**config.mk**
```make
export PLATFORM = sky130hd
export DESIGN_NAME = side_road_sensor
export DESIGN_NICKNAME = d
export VERILOG_FILES = /design/src/rtl/side_road_sensor.sv
export SDC_FILE = /design/constraint.sdc
export NUM_CORES = 1
export LEC_CHECK = 0
export CORE_MARGIN = 2
export CORE_UTILIZATION = 51
export CTS_BUF_LIST = sky130_fd_sc_hd__clkbuf_8
export DETAILED_ROUTE_END_ITERATION = 10
export PLACE_DENSITY_LB_ADDON = 0.25
export SYNTH_ARGS = -nofsm -noshare
export SYNTH_HDL_FRONTEND = slang
export SYNTH_SLANG_ARGS = --single-unit
```
**constraint.sdc**
```tcl
create_clock -name clk -period 1.8 [get_ports clk]
set_input_delay 0.36 -clock clk [delete_from_list [all_inputs] [get_ports clk]]
set_output_delay 0.36 -clock clk [all_outputs]
set_load 0.005 [all_outputs]
```
**src/rtl/side_road_sensor.sv**
```systemverilog
// Side-road vehicle detector: synchronises and debounces the arrival/departure loops,
// keeps a saturating queue count and drives the registered request `s` to the controller.
module side_road_sensor #(
    parameter int DEB_CYCLES = 4,
    parameter int CNT_W      = 4,
    parameter int MAX_Q      = 15
) (
    input  logic             clk,
    input  logic             rst,
    input  logic             arrive_raw,
    input  logic             depart_raw,
    input  logic             CG,
    output logic             s,
    output logic [CNT_W-1:0] q_cnt,
    output logic             arrive_pulse,
    output logic             ovf
);

    localparam int             DW       = $clog2(DEB_CYCLES + 1);
    localparam logic [DW-1:0]  DEB_LAST = DW'(DEB_CYCLES - 1);
    localparam logic [CNT_W-1:0] MAX_Q_V = CNT_W'(MAX_Q);

    typedef enum logic [1:0] {IDLE, REQ, SERVE, GAP} state_t;

    // Channel 0 is the arrival loop, channel 1 the departure loop.
    logic [1:0]          sync1_q, sync2_q;
    logic [1:0]          level_q, level_d;
    logic [1:0][DW-1:0]  run_q, run_d;
    logic [1:0]          rise_q, rise_d;
    logic [CNT_W-1:0]    q_q, q_d;
    logic                ovf_q, ovf_d;
    state_t              state_q, state_d;
    logic                s_q, s_d;
    logic                dep_ok;

    // NOTE: every signal written here gets a default first, so no path leaves one unassigned (no latch).
    always_comb begin
        level_d = level_q;
        run_d   = run_q;
        rise_d  = '0;
        for (int i = 0; i < 2; i++) begin
            if (sync2_q[i] != level_q[i]) begin
                if (run_q[i] == DEB_LAST) begin
                    level_d[i] = sync2_q[i];
                    run_d[i]   = '0;
                    rise_d[i]  = sync2_q[i];
                end else begin
                    run_d[i] = run_q[i] + 1'b1;
                end
            end else begin
                run_d[i] = '0;
            end
        end
    end

    // A departure only counts while the side road is green and somebody is queued.
    assign dep_ok = rise_q[1] & CG & (q_q != '0);

    always_comb begin
        q_d   = q_q;
        ovf_d = ovf_q;
        if (rise_q[0] && !dep_ok) begin
            if (q_q < MAX_Q_V) q_d = q_q + 1'b1;
            else               ovf_d = 1'b1;
        end else if (!rise_q[0] && dep_ok) begin
            q_d = q_q - 1'b1;
        end
    end

    always_comb begin
        state_d = state_q;
        s_d     = 1'b0;
        case (state_q)
            IDLE:  if (q_q != '0) state_d = REQ;
            REQ: begin
                s_d = 1'b1;
                if (CG) state_d = SERVE;
            end
            SERVE: begin
                s_d = (q_q != '0);
                if (!CG) state_d = GAP;
            end
            GAP:     state_d = IDLE;
            default: state_d = IDLE;
        endcase
    end

    // NOTE: state registers use non-blocking assignments so every flop samples pre-edge values.
    always_ff @(posedge clk) begin
        if (rst) begin
            sync1_q <= '0;
            sync2_q <= '0;
            level_q <= '0;
            run_q   <= '0;
            rise_q  <= '0;
            q_q     <= '0;
            ovf_q   <= 1'b0;
            state_q <= IDLE;
            s_q     <= 1'b0;
        end else begin
            sync1_q <= {depart_raw, arrive_raw};
            sync2_q <= sync1_q;
            level_q <= level_d;
            run_q   <= run_d;
            rise_q  <= rise_d;
            q_q     <= q_d;
            ovf_q   <= ovf_d;
            state_q <= state_d;
            s_q     <= s_d;
        end
    end

    assign s            = s_q;
    assign q_cnt        = q_q;
    assign arrive_pulse = rise_q[0];
    assign ovf          = ovf_q;

endmodule
```
After elaboration in Yosys (flattened, before gate mapping). Index checks and enable logic that the tools add are counted.

Add/sub/neg operators: 4. Magnitude comparators: 1. Equal/unequal tests: 11. Mux-type cells: 8. Bitwise operators: 7. Reduce and logical (&&, ||, !) cells: 16.

Operator list (count): 4-bit 2-to-1 mux (3); 3-bit OR reduction (4); 2-bit case mux with 4 select lines (1); 2-bit AND reduction (4); 3-bit by 1-bit adder with 3-bit output (second input constant) (2); 3-bit by 2-bit == test with 1-bit output (second input constant) (2); 2-bit 2-to-1 mux (3); 2-bit != test (second input constant) (3); 1-bit inverter (5); 4-bit by 1-bit adder with 4-bit output (second input constant) (1); 2-bit == test (second input constant) (2); 4-bit less-than comparator (second input constant) (1); 4-bit nonzero test (1); 4-bit by 1-bit subtractor with 4-bit output (second input constant) (1); 3-bit AND reduction (1); 1-bit bitwise AND (2); 2-bit by 1-bit == test with 1-bit output (second input constant) (1); 1-bit logical AND (2); 1-bit logical NOT (2); 2-bit logical NOT (1); 1-bit != test (2); 2-bit by 1-bit != test with 1-bit output (second input constant) (1); 1-bit case mux with 2 select lines (1); 2-bit nonzero test (1).

Flip-flop bits (word level): 22. Input bits: 5. Logic and storage cells: 59.

Longest topological paths before layout.
Word-level depth: 6. Gate-level depth with buffers: 7. Gate-level depth less buffers: 7.

Least setup slack after synthesis. Ideal clock, no wire load.

Path type: register -> register. From: register q_q[0] (netlist: q_cnt[0]). To: register q_q[3] (netlist: q_cnt[3]). Arrival: 1.842 ns. Data required time: 1.672 ns. Setup slack: -0.170 ns. Cell stages (with the launch flop): 8. Buffers on the path: 0. Cell sequence: dfxtp_1 -> nor4_4 -> o21ai_1 -> ha_1 -> a21oi_1 -> a21boi_0 -> mux2i_1 -> o211ai_1.

Word-level cells in the longest chain between the ends: 6. Elaborated cells on any way between the ends: 14. Those cells by class: 2 x add/sub; 1 x order compare; 1 x eq/ne; 3 x mux; 1 x bitwise; 6 x reduce/logical.

RTL lines: start: declaration (RTL line 30) `logic [CNT_W-1:0] q_q, q_d;`; start signal: assignment (RTL line 106) `q_q <= q_d;`; 4-bit nonzero test (RTL line 57) `assign dep_ok = rise_q[1] & CG & (q_q != '0);`; 1-bit bitwise AND (RTL line 57); 1-bit logical NOT (RTL line 62) `if (rise_q[0] && !dep_ok) begin`; 1-bit logical AND (RTL line 62); 2-bit by 1-bit != test with 1-bit output (no line) or 2-bit nonzero test (tied branches); 2-bit AND reduction (no line).

Parallel ways exist; a longest one is shown, timed or not. The select of a mux whose other input is x is not followed. A chain may end at the register's enable or synchronous reset.

Worst setup path after layout.
From: register q_q[1] (netlist: q_cnt[1]). To: register q_q[1] (netlist: q_cnt[1]).

Elaborated cells on any way between the ends: 14. Those cells by class: 2 x add/sub; 1 x order compare; 1 x eq/ne; 3 x mux; 1 x bitwise; 6 x reduce/logical.

RTL lines (RTL line): branches (longest 4 deep; another with 4-bit by 1-bit subtractor with 4-bit output); 4-bit 2-to-1 mux * (62); named net q_d[1] (30).

Mark *: on every way through the listed nets, which the timed path passes. The select of a mux whose other input is x is not followed.

==> impl_metrics.tcl <==
set metrics [dict create \
    outcome "finished with violations" \
    failed_checks "setup timing" \
    path_clk_slew_ns 0.08 \
    critPathMaxStageDelay_ns 0.50 \
    final.setup.tns_ns -0.0672 \
    start_util 0.525 \
    maxSlewHeadroom 0.720 \
    synth_area_um2 1010 \
    async_flop_share 0 \
    ioPinCount 12 \
    diodes 0 \
    track_usage 0.173 \
    drc_errors 0 \
    crit_arrival_ns 2.07 \
    firstDrtPassIters 2 \
    critical-path-top-delay-family "adder cells" \
    yosys_warnings 0 \
    synth_commonest_cells "dfxtp_1 (22), nor2_1 (14), ha_1 (9)" \
    post-place-cells 146 \
    post-dp-hpwl_um 1400 \
    numClockSinks 22 \
    cts-htree-levels 1 \
    grt_max_degree 13 \
    ys_seq_area_frac 0.436 \
    cts_root_buffer "clkbuf_8" \
    synthFlopType "dfxtp_1" \
    power_density_nw_per_um2 645 \
    grt_overflow 0 \
    maxSlewViolCount 0 \
    rows 16 \
    yosysMostFrequentCell "dfxtp_1" \
    fin_skew_ns 0.00289 \
    globalplace.congestion 0.818 \
    hold_violations 0 \
    tightestPinTransition_ns 0.420 \
    synth-edff-count 0 \
    fmax_mhz 536 \
    setup_viol 1 \
    synth_area_leader_cell "dfxtp_1" \
    syn_inst 101 \
    synthTopCellsByArea "dfxtp_1 (44%), ha_1 (11%), nor2_1 (5.2%)" \
    crit_type "reg2reg" \
    crit_chain "nor4_4 > o21ai_4 > buf_6 > fa_2 > a21bo_1 > a21oi_2" \
    wl_per_cell_um 12.6 \
    min_period_ns 1.87 \
    coreArea_um2 1920 \
    p_clk_frac 0.402 \
    cts_made_buffers 3 \
    layout_setup_ws_ns -0.0672 \
    grt_pass1_wl_um 3050 \
    wl_um 1930 \
    clock_path_buffers 2 \
    insertion_delay_ns 0.27 \
    slowest_stage "fa_2" \
    synth.ff_latch_count 22 \
    avgSynthCellArea_um2 10.0 \
    r2r_slack_ns -0.07 \
    switching_power_uw 174 \
    dieArea_um2 2350 \
    hold_ws_ns 0.443 \
    start_kind "register" \
    seq_power_share 0.562 \
    period_share 1.04 \
    layout-drive-gt1-share 0.244 \
    total_power_uw 878 \
    viasPerCell 5.14 \
    cts_tree "built" \
    vias 791 \
    cts_hold_buf 0 \
    antenna_found_initial 0 \
    fin_cells 154 \
    p_leak_nw 0.510 \
    grt_pass1_vias 708 \
    drtAntennaViolNets 0 \
    nets 143 \
    syn-num-nets 116 \
    maxCapViolCount 0 \
    die_w_um 48.5 \
    power_frac_comb 0.036 \
    vdd_ir_drop_max_mv 0.639 \
    swShare 0.198 \
    rsz0062_at_grt "true" \
    hold_class "reg2reg" \
    n_fill_cell 163 \
    worstPathMaxFanout 4 \
    required_ns 2.00 \
    crit_path_end_kind "register" \
    fp.dieH_um 48.5 \
    synth_top_area_share 0.436 \
    ys_types 32 \
    drtIter0Drc 2 \
    path_buf_inv 1 \
    io_buffer_count 11 \
    syn_to_final_growth_pct 34.8 \
    internal_power_uw 704 \
]
-- through the flow --
stage	worst slack (ns)	instance area, µm²	util
2_1_floorplan	0.00420	1030	-
3_3_place_gp	-0.237	1230	0.641
3_5_place_dp	-0.356	1230	0.641
4_1_cts	0.0148	1310	0.682
5_1_grt	-0.127	1360	0.708
6_report	-0.0672	1360	0.708
-- cell families after synthesis --
group,share of synthesized area
buffers and inverters,0.0409
XOR/XNOR,0.0260
adder cells (fa/ha/maj),0.131
AO/OA/AOI/OAI,0.109
flip-flops,0.436
multiplexers,0.0397
AND/OR/NAND/NOR,0.217
-- registers in the layout (all words and copies together) (netlist names) --
signal	count
run_q	6
sync2_q	2
level_q	2
q_cnt	4
state_q	2
ovf	1
s	1
sync1_q	2
rise_q	2
-- worst paths after layout --
check / startpoint / endpoint / cells past startpoint
max: q_cnt[1]$_SDFFE_PP0P_ / q_cnt[1]$_SDFFE_PP0P_ / 6
min: run_q[0]$_SDFF_PP0_ / run_q[0]$_SDFF_PP0_ / 1
max reg2reg: q_cnt[1]$_SDFFE_PP0P_ / q_cnt[1]$_SDFFE_PP0P_ / 6
min reg2reg: run_q[0]$_SDFF_PP0_ / run_q[0]$_SDFF_PP0_ / 1
-- layer usage --
layer,GRT usage,wire length [µm],share of wire
met5,0,0,0
met1,0.194,823,0.43
met4,0.114,48,0.025
met3,0.0309,48,0.025
met2,0.299,1010,0.52
-- cells in the final DEF (no fill, tap or decap), types with 3 or more instances in the layout --
| cell | synthesis | layout |
|---|---|---|
| mux2i_1 | 4 | 4 |
| clkbuf_8 | 0 | 4 |
| buf_4 | 0 | 13 |
| nor2b_1 | 6 | 6 |
| nor2_1 | 14 | 14 |
| dfxtp_1 | 22 | 21 |
| inv_1 | 6 | 6 |
| nand3_1 | 4 | 4 |
| ha_1 | 9 | 7 |
| nor3_1 | 3 | 3 |
| or3_1 | 3 | 3 |
| clkdlybuf4s50_1 | 0 | 10 |
-- power by group through the flow --
stage                     Clock [mW]  Sequential (mW)  Combinational, mW
after floorplan                    0            0.506             0.0159
after global placement             0            0.506             0.0309
after detailed placement           0            0.507             0.0319
after CTS                      0.364            0.495             0.0323
after global routing           0.376            0.494             0.0354
final                          0.353            0.494             0.0316
-- layout make-up --
type	count	area (µm²)	area share
Inverter	6	22.5	0.0165
Multi-Input combinational cell	70	584	0.429
Sequential cell	22	444	0.326
Clock buffer	4	55.1	0.0404
Timing Repair Buffer	25	221	0.163
Tap cell	27	33.8	0.0248
-- repair_timing --
action / CTS / global route
gates cloned: 0 / 0
gates resized for setup: 3 / 7
setup endpoints to repair: 1 / 2
pin swaps: 3 / 9
buffers inserted: 1 / 3
-- worst register-to-register path, delay by kind of cell, from the launching register on --
family / cells / cell delay [ns]
buffers and inverters: 1 / 0.15
AND/OR/NAND/NOR: 1 / 0.35
flip-flops: 1 / 0.37
AO/OA/AOI/OAI: 3 / 0.43
adder cells (fa/ha/maj): 1 / 0.50
No activity file was read; power rests on OpenSTA's default activity.
